**src/rtl/speedgoal_ramp_if.sv**
```systemverilog
// Pushbutton/preset request and goal status bundle for speedgoal_ramp.
// master drives the requests; slave (the ramp) returns the goal and its status flags.
interface speedgoal_ramp_if #(
    parameter int WIDTH = 10
);
    logic                    clr;
    logic                    up;
    logic                    down;
    logic                    load;
    logic signed [WIDTH-1:0] load_val;
    logic signed [WIDTH-1:0] goal;
    logic                    at_max;
    logic                    at_min;
    logic                    changed;

    modport master (
        output clr, up, down, load, load_val,
        input  goal, at_max, at_min, changed
    );

    modport slave (
        input  clr, up, down, load, load_val,
        output goal, at_max, at_min, changed
    );
endinterface

```
**src/rtl/speedgoal_ramp.sv**
```systemverilog
// Signed, saturating setpoint generator driven by up/down buttons, with
// hold-to-repeat, acceleration after FAST_AFTER repeats, preset load and sync clear.
module speedgoal_ramp #(
    parameter int WIDTH         = 10,
    parameter int MIN_VAL       = -510,
    parameter int MAX_VAL       = 510,
    parameter int RESET_VAL     = 0,
    parameter int STEP          = 1,
    parameter int FAST_STEP     = 8,
    parameter int HOLD_CYCLES   = 25000000,
    parameter int REPEAT_CYCLES = 5000000,
    parameter int FAST_AFTER    = 8
) (
    input  logic             clk,
    input  logic             arst_n,
    speedgoal_ramp_if.slave  bus
);

    localparam int CNT_MAX = (HOLD_CYCLES > REPEAT_CYCLES) ? HOLD_CYCLES : REPEAT_CYCLES;
    localparam int CW      = $clog2(CNT_MAX);
    localparam int RW      = (FAST_AFTER < 1) ? 1 : $clog2(FAST_AFTER + 1);

    localparam logic signed [WIDTH:0] MIN_X   = (WIDTH+1)'(MIN_VAL);
    localparam logic signed [WIDTH:0] MAX_X   = (WIDTH+1)'(MAX_VAL);
    localparam logic signed [WIDTH:0] STEP_X  = (WIDTH+1)'(STEP);
    localparam logic signed [WIDTH:0] FAST_X  = (WIDTH+1)'(FAST_STEP);
    localparam logic [CW-1:0]         HOLD_END = CW'(HOLD_CYCLES - 1);
    localparam logic [CW-1:0]         REP_END  = CW'(REPEAT_CYCLES - 1);
    localparam logic [RW-1:0]         REP_SAT  = RW'(FAST_AFTER);
    localparam logic [RW-1:0]         REP_ONE  = (FAST_AFTER >= 1) ? RW'(1) : '0;
    localparam logic signed [WIDTH-1:0] RESET_W = WIDTH'(RESET_VAL);

    typedef enum logic [1:0] {IDLE, HOLD, REPEAT, LOCK} state_t;

    state_t                  state_q, state_d;
    logic signed [WIDTH-1:0] goal_q, goal_d;
    logic                    changed_q, changed_d;
    logic                    dir_q, dir_d;
    logic [CW-1:0]           cnt_q, cnt_d;
    logic [RW-1:0]           rep_q, rep_d;

    logic          btn_any, btn_both, dir_valid;
    logic [CW-1:0] cnt_inc;

    function automatic logic signed [WIDTH-1:0] sat(input logic signed [WIDTH:0] v);
        if (v > MAX_X)      return MAX_X[WIDTH-1:0];
        else if (v < MIN_X) return MIN_X[WIDTH-1:0];
        else                return v[WIDTH-1:0];
    endfunction

    function automatic logic signed [WIDTH-1:0] step_goal(input logic signed [WIDTH-1:0] g,
                                                          input logic up_dir,
                                                          input logic fast);
        logic signed [WIDTH:0] ext;
        logic signed [WIDTH:0] s;
        ext = {g[WIDTH-1], g};
        s   = fast ? FAST_X : STEP_X;
        return sat(up_dir ? ext + s : ext - s);
    endfunction

    assign btn_any   = bus.up | bus.down;
    assign btn_both  = bus.up & bus.down;
    assign dir_valid = bus.up ^ bus.down;
    assign cnt_inc   = (cnt_q == '1) ? cnt_q : cnt_q + CW'(1);

    always_comb begin
        state_d = state_q;
        goal_d  = goal_q;
        dir_d   = dir_q;
        cnt_d   = cnt_q;
        rep_d   = rep_q;
        if (bus.clr || bus.load) begin
            goal_d  = bus.clr ? RESET_W : sat({bus.load_val[WIDTH-1], bus.load_val});
            state_d = btn_any ? LOCK : IDLE;
            cnt_d   = '0;
            rep_d   = '0;
        end else begin
            case (state_q)
                IDLE: begin
                    if (btn_both) begin
                        state_d = LOCK;
                    end else if (dir_valid) begin
                        goal_d  = step_goal(goal_q, bus.up, 1'b0);
                        dir_d   = bus.up;
                        cnt_d   = '0;
                        rep_d   = '0;
                        state_d = HOLD;
                    end
                end
                HOLD, REPEAT: begin
                    if (btn_both) begin
                        state_d = LOCK;
                    end else if (!btn_any) begin
                        state_d = IDLE;
                    end else if (bus.up != dir_q) begin
                        // Reversal while held behaves as a fresh press in the new direction.
                        goal_d  = step_goal(goal_q, bus.up, 1'b0);
                        dir_d   = bus.up;
                        cnt_d   = '0;
                        rep_d   = '0;
                        state_d = HOLD;
                    end else if (state_q == HOLD) begin
                        if (cnt_q == HOLD_END) begin
                            goal_d  = step_goal(goal_q, dir_q, 1'b0);
                            cnt_d   = '0;
                            rep_d   = REP_ONE;
                            state_d = REPEAT;
                        end else begin
                            cnt_d = cnt_inc;
                        end
                    end else begin
                        if (cnt_q == REP_END) begin
                            goal_d = step_goal(goal_q, dir_q, rep_q == REP_SAT);
                            cnt_d  = '0;
                            rep_d  = (rep_q == REP_SAT) ? rep_q : rep_q + RW'(1);
                        end else begin
                            cnt_d = cnt_inc;
                        end
                    end
                end
                LOCK: begin
                    if (!btn_any) state_d = IDLE;
                end
                default: state_d = IDLE;
            endcase
        end
        changed_d = (goal_d != goal_q);
    end

    always_ff @(posedge clk or negedge arst_n) begin
        if (!arst_n) begin
            state_q   <= IDLE;
            goal_q    <= RESET_W;
            changed_q <= 1'b0;
            dir_q     <= 1'b0;
            cnt_q     <= '0;
            rep_q     <= '0;
        end else begin
            state_q   <= state_d;
            goal_q    <= goal_d;
            changed_q <= changed_d;
            dir_q     <= dir_d;
            cnt_q     <= cnt_d;
            rep_q     <= rep_d;
        end
    end

    assign bus.goal    = goal_q;
    assign bus.changed = changed_q;
    assign bus.at_max  = (goal_q == MAX_X[WIDTH-1:0]);
    assign bus.at_min  = (goal_q == MIN_X[WIDTH-1:0]);

endmodule

```
**src/flat_wrapper.sv**
```systemverilog
// flat-port wrapper written by rule: the top's interface ports become plain ports
module speedgoal_ramp_flat 
#(
    parameter int WIDTH         = 10,
    parameter int MIN_VAL       = -510,
    parameter int MAX_VAL       = 510,
    parameter int RESET_VAL     = 0,
    parameter int STEP          = 1,
    parameter int FAST_STEP     = 8,
    parameter int HOLD_CYCLES   = 25000000,
    parameter int REPEAT_CYCLES = 5000000,
    parameter int FAST_AFTER    = 8
)
  (clk, arst_n, bus_clr, bus_up, bus_down, bus_load, bus_load_val, bus_goal, bus_at_max, bus_at_min, bus_changed);
  speedgoal_ramp_if #(.WIDTH(WIDTH)) bus_i ();
  input  logic clk;
  input  logic arst_n;
  input wire logic [$bits(bus_i.clr)-1:0] bus_clr;
  input wire logic [$bits(bus_i.up)-1:0] bus_up;
  input wire logic [$bits(bus_i.down)-1:0] bus_down;
  input wire logic [$bits(bus_i.load)-1:0] bus_load;
  input wire logic [$bits(bus_i.load_val)-1:0] bus_load_val;
  output wire logic [$bits(bus_i.goal)-1:0] bus_goal;
  output wire logic [$bits(bus_i.at_max)-1:0] bus_at_max;
  output wire logic [$bits(bus_i.at_min)-1:0] bus_at_min;
  output wire logic [$bits(bus_i.changed)-1:0] bus_changed;
  assign bus_i.clr = bus_clr;
  assign bus_i.up = bus_up;
  assign bus_i.down = bus_down;
  assign bus_i.load = bus_load;
  assign bus_i.load_val = bus_load_val;
  assign bus_goal = bus_i.goal;
  assign bus_at_max = bus_i.at_max;
  assign bus_at_min = bus_i.at_min;
  assign bus_changed = bus_i.changed;
  speedgoal_ramp #(.WIDTH(WIDTH), .MIN_VAL(MIN_VAL), .MAX_VAL(MAX_VAL), .RESET_VAL(RESET_VAL), .STEP(STEP), .FAST_STEP(FAST_STEP), .HOLD_CYCLES(HOLD_CYCLES), .REPEAT_CYCLES(REPEAT_CYCLES), .FAST_AFTER(FAST_AFTER)) u_core (.clk(clk), .arst_n(arst_n), .bus(bus_i));
endmodule
```
**config.mk**
```make
export PLATFORM = sky130hd
export DESIGN_NAME = speedgoal_ramp_flat
export DESIGN_NICKNAME = d
export VERILOG_FILES = /design/src/rtl/speedgoal_ramp_if.sv /design/src/rtl/speedgoal_ramp.sv /design/src/flat_wrapper.sv
export SDC_FILE = /design/constraint.sdc
export NUM_CORES = 1
export LEC_CHECK = 0
export ABC_AREA = 0
export BUFFER_PORTS_ARGS = -buffer_cell sky130_fd_sc_hd__buf_2
export CORE_MARGIN = 5
export CORE_UTILIZATION = 40
export CTS_BUF_LIST = sky130_fd_sc_hd__clkbuf_16
export DETAILED_ROUTE_END_ITERATION = 8
export PLACE_DENSITY = 0.57
export RECOVER_POWER = 50
export SETUP_SLACK_MARGIN = 0.5
export SLEW_MARGIN = 20
export SYNTH_ARGS = -nofsm -noshare
export SYNTH_HDL_FRONTEND = slang
export SYNTH_SLANG_ARGS = --single-unit
```
**constraint.sdc**
```tcl
create_clock -name clk -period 9.2 [get_ports clk]
set_input_delay 1.84 -clock clk [delete_from_list [all_inputs] [get_ports clk]]
set_output_delay 1.84 -clock clk [all_outputs]
set_load 0.05 [all_outputs]
```
Yosys cells after proc, flatten, opt, wreduce, memory -nomap -nowiden
Cells that the tools add are included.
- latch bits: 0
- flip-flop bits (word level): 43
- memory bits (read-only): 0
- output and inout port bits: 13
- memory bits (writable): 0
- logic and storage cells: 122
- memories: 0
- reduce and logical (&&, ||, !) cells: 9
- bitwise logic cells: 4
- $lt $le $gt $ge: 8
- $mul: 0
- add/subtract/negate cells: 6
- multiplexer cells: 62
- div/mod/pow operators: 0
- shift operators: 0
- equal/unequal tests: 27
- operators by type and width (operator ; count):
    25-bit 2-to-1 mux ; 10
    10-bit 2-to-1 mux ; 18
    25-bit equality test, second input constant ; 2
    25-bit one-hot mux with 2 select lines ; 1
    4-bit 2-to-1 mux ; 11
    11-bit by 10-bit > comparator with 1-bit output, second input constant ; 3
    11-bit by 10-bit less-than comparator with 1-bit output, second input constant ; 3
    11-bit 2-to-1 mux ; 3
    25-bit by 1-bit adder with 25-bit output, second input constant ; 1
    25-bit by 23-bit equality test with 1-bit output, second input constant ; 1
    2-bit 2-to-1 mux ; 10
    10-bit one-hot mux with 2 select lines ; 1
    6-bit != test, second input constant ; 2
    10-bit by 2-bit adder with 11-bit output, second input constant ; 1
    10-bit by 5-bit adder with 11-bit output ; 1
    10-bit by 2-bit subtractor with 11-bit output, second input constant ; 1
    10-bit by 5-bit subtractor with 11-bit output ; 1
    10-bit equality test, second input constant ; 1
    10-bit by 9-bit equality test with 1-bit output, second input constant ; 1
    10-bit > comparator, second input constant ; 1
    10-bit less-than comparator, second input constant ; 1
    10-bit != test ; 1
    3-bit != test, second input constant ; 3
    4-bit one-hot mux with 2 select lines ; 1
    28 further kinds ; 37

Longest topological paths before layout
- depth after elaboration: 15
- mapped depth: 18

Worst setup path before layout
OpenSTA, ideal clock, no wires.
- path kind: in2reg
- start point: input port bus_up
- end point: register u_core.changed_q (netlist: u_core.bus.changed)
- stages: 13
- arrival: 4800 ps
- slack: 4271 ps
- cell sequence: clkbuf_1 -> inv_1 -> ha_1 -> nand3b_1 -> a21boi_0 -> nor3_1 -> a211oi_1 -> nor4_1 -> a2111oi_0 -> o221a_2 -> nand4_1 -> or3_1 -> a2111o_1
- cells in the longest elaborated chain, start to end: 10
- elaborated cells between the ends (all ways): 17
- those cells by class: order compare: 2; eq/ne: 2; mux: 10; bitwise: 3
- RTL lines (item ; RTL line ; source):
    start, declared ; flat_wrapper.sv:19 ; input wire logic [$bits(bus_i.up)-1:0] bus_up;
    11-bit 2-to-1 mux ; speedgoal_ramp.sv:58 ; return sat(up_dir ? ext + s : ext - s);
    11-bit by 10-bit less-than comparator with 1-bit output ; speedgoal_ramp.sv:47 ; else if (v < MIN_X) return MIN_X[WIDTH-1:0];
    10-bit 2-to-1 mux ; speedgoal_ramp.sv:47 ;
    10-bit 2-to-1 mux ; speedgoal_ramp.sv:46 ; if (v > MAX_X) return MAX_X[WIDTH-1:0];
    10-bit 2-to-1 mux ; speedgoal_ramp.sv:95 ; end else if (bus.up != dir_q) begin
    10-bit 2-to-1 mux ; speedgoal_ramp.sv:93 ; end else if (!btn_any) begin
    10-bit 2-to-1 mux ; speedgoal_ramp.sv:91 ; if (btn_both) begin
    10-bit one-hot mux with 2 select lines (*) ; speedgoal_ramp.sv:78 ; case (state_q)
    10-bit 2-to-1 mux (*) ; speedgoal_ramp.sv:72 ; if (bus.clr || bus.load) begin
    10-bit != test (*) ; speedgoal_ramp.sv:127 ; changed_d = (goal_d != goal_q);
    via u_core.changed_d ; speedgoal_ramp.sv:37 ; logic changed_q, changed_d;
    end signal, assigned ; speedgoal_ramp.sv:141 ; changed_q <= changed_d;
    end, declared ; speedgoal_ramp.sv:37 ;
Mark *: on every way through the listed nets, which the timed path passes. The rest lies on a longest branch.
A chain may end at the register's enable or synchronous reset.

Final worst setup path
Ends and elaborated chain as after synthesis.

==> results.md <==
- Reg-to-Reg Start: u_core.dir_q
- GRT Resource Usage Total: 0.2244
- Post-synth EDFFs: 0
- DRC viols: 0
- Power per Cell Area: 208.9 nW/µm²
- First-pass GRT wire length: 27130 µm
- Most frequent cell after synthesis: nor2_1
- Hold Path Class: reg2reg
- Post-Synth Simple-Gate Area: 0.2910
- TritonCTS clock tree: yes
- Starting Density: 0.4071
- Syn Area/Cell: 7.513 µm²
- Final setup violation count: 0
- Starting DRT DRC Count: 740
- Failing checks: max-capacitance violations, max-slew violations
- Largest net degree at the start of global routing: 44
- LEAKAGE: 0.002170 µW
- R2R Setup Slk: 3940 ps
- Post-synthesis adder-cell area fraction: 0.07704
- DRT antenna net count: 0
- Slew HR: -0.5719
- Final-layout fill cell count: 1290
- Rows: 41
- Worst vdd ir: 0.00008655 V
- Vias in the first global route: 5123
- Sequential Area: 1076 µm²
- Slew Viols, Final: 44
- Setup Fix Bufs, Post-CTS: 0
- Setup TNS: 0 ps
- Clk buf depth: 2
- Worst setup SP type: input pin
- Root Driver: clkbuf_16
- Final wirelength: 17140 µm
- Vias: 5436
- Synth cell types: 81
- Post-Synthesis Cell Area: 5116 µm²
- CP arrival: 5540 ps
- Compound-Gate Fraction of Synth Area: 0.2705
- XOR/XNOR Fraction of Synth Area: 0.08022
- Leading area contributor after synthesis: dfrtp_1
- CTS Sinks: 43
- Worst EP required: 9360 ps
- TritonCTS buffer count: 5
- Clk Latency, worst-skew pair: 290 ps
- Max-Cap Viols: 1
- Port Buffer Count: 28
- Slew @ Worst Pin: 2358 ps
- Drt pass-1 iters: 5
- Post-CTS Hold Fix Bufs: 0
- Final min period: 5379 ps
- Worst reg2reg path depth: 13
- Ports: 29
- Core footprint: 12570 µm²
- Die X: 123.1 µm
- Total Nets Final: 729
- Crit Path Class: in2reg
- Hold Path Sink: u_core.rep_q[3]
- Share of cells above drive strength 1: 0.07692
- Main combinational cell family by area after synthesis: simple AND/OR/NAND/NOR gates
- Tot Pwr: 1152 µW
- Reg2reg end: u_core.bus.changed
- Synthesized Nets: 722
- Grt total ovfl: 0
- Synthesized netlist cell count: 681
- Mux cell area share after synthesis: 0.02494
- Crit path max fanout: 18
- Gpl congestion: 1.023
- Layout area overhead: 7.753%
- Synth cell count leaders: 74 x nor2_1, 50 x nand2_1, 43 x a21oi_1, 43 x dfrtp_1, 38 x o21ai_0
- Initial antenna violation count: 0
- Die Y: 123.1 µm
- Reg clk slew, reported paths: 60 ps
- Synth top area share: 0.2103
- Outcome: finished, violations left
- Seq cells post-synth: 43
- Antenna Cells: 0
- Hpwl dp: 13050 µm
- Worst hold start: u_core.rep_q[3]
- Htree depth: 2
- Ys Warns: 0
- Synth Flop Type: dfrtp_1
- Die footprint: 15150 µm²
- Sequential element share of the synthesized area: 0.2103
- Unrepaired setup endpoints after global routing: false
- Final Hold Viols: 0
- Wire per inst: 19.91 µm
- Worst Hold Path Cells: 1
- Post-route clock period utilization: 0.5847
- Footprint of the multi-input gates: 3805 µm²
- Crit. End Element: register
- FMAX: 0.1859 GHz
- CTS resizes: 0
- DR vias/cell: 6.314
- Worst Skew: 6.398 ps
- Top post-synthesis cells by area: dfrtp_1 21%, ha_1 6.1%, nor2_1 5.4%, a21oi_1 4.2%, xnor2_1 4.1%
- Asr flop ratio synth: 1.000
[cell type report]
type	instances	share of cell area
clock inverter	3	0.003177
tap	172	0.03904
multi-input combinational	577	0.6902
timing repair buffer	33	0.03064
sequential	43	0.1952
clock buffer	5	0.02270
inverter	28	0.01906
[critical path: stages]
cell and delay (ps):
buf_2 270, inv_1 190, ha_1 340, nand3b_1 210, a21boi_0 410, nor3_1 110, a211oi_1 490, nor4_1 100
a2111oi_0 540, o221a_2 300, nand4_1 90, or3_1 350, a2111o_1 280
[worst max path at each step]
stage	from	end	slack, ps	cells after the start
floorplan	bus_up	u_core.bus.changed	4270	13
global placement	bus_up	u_core.bus.changed	3890	13
detailed placement	bus_up	u_core.bus.changed	3740	13
CTS	bus_up	u_core.bus.changed	4040	13
global route	bus_up	u_core.bus.changed	3560	13
finish	bus_up	u_core.bus.changed	3820	13
[placed cells by master (no fill, tap or decap), types with 6 or more instances in the layout]
cell type   n
nor3_1     28
nor2b_1    12
a221oi_1    6
buf_2      21
ha_1       25
o211ai_1    9
inv_1      27
o31ai_1     9
o21ai_0    38
nand2b_1   12
dfrtp_1    43
a22oi_1     6
clkbuf_1    7
o21a_1      9
a31oi_1    12
a21oi_1    43
and3_1     17
o22ai_1     6
xor2_1     21
nand2_1    50
nor2_1     74
nand3_1    21
xnor2_1    24
a211oi_1    7
mux2i_1     6
nor4_1     10
or3_1      12
nand4_1    16
maj3_1      7
[report_power, final]
part | switching [µW] | leakage, µW | total [µW] | internal [µW]
sequential | 39.7 | 0.000576 | 240 | 201
clock | 76.8 | 0.0000716 | 177 | 100
combinational | 473 | 0.00152 | 734 | 261
total | 590 | 0.00217 | 1150 | 562
[through the flow]
step / setup WS, ps / util / std cells / cell area (µm²) / hold WS (ps)
floorplan: 4271 / - / 681 / 5116 / 464.5
global placement: 3895 / 0.4280 / 853 / 5379 / 488.3
detailed placement: 3739 / 0.4280 / 853 / 5379 / 500.7
CTS: 4035 / 0.4393 / 861 / 5522 / 509.0
global route: 3565 / 0.4386 / 861 / 5513 / 536.9
finish: 3821 / 0.4386 / 861 / 5513 / 511.4
[flip-flops by register name (all words and copies together), names as in the netlist]
name / count
u_core.bus.changed: 1
u_core.bus.goal: 10
u_core.cnt_q: 25
u_core.dir_q: 1
u_core.rep_q: 4
u_core.state_q: 2
[cells by family after synthesis]
logic type / Yosys count
AOI/OAI and AO/OA: 201
xor gates and xnor gates: 46
adders and majority gates: 33
buffers and inverters: 61
DFF: 43
muxes: 10
and+or+nand+nor: 287
[layer usage]
metal  vias up  wire, µm  GRT usage  part of all wire
li1       2570         -          -                 -
met1      2594      7470     0.3054              0.44
met2       237      8183     0.3857              0.48
met3        35      1208    0.02836             0.070
met4         0       279    0.04221             0.016
met5         -         0          0                 0
(Power assumes the default switching activity.)
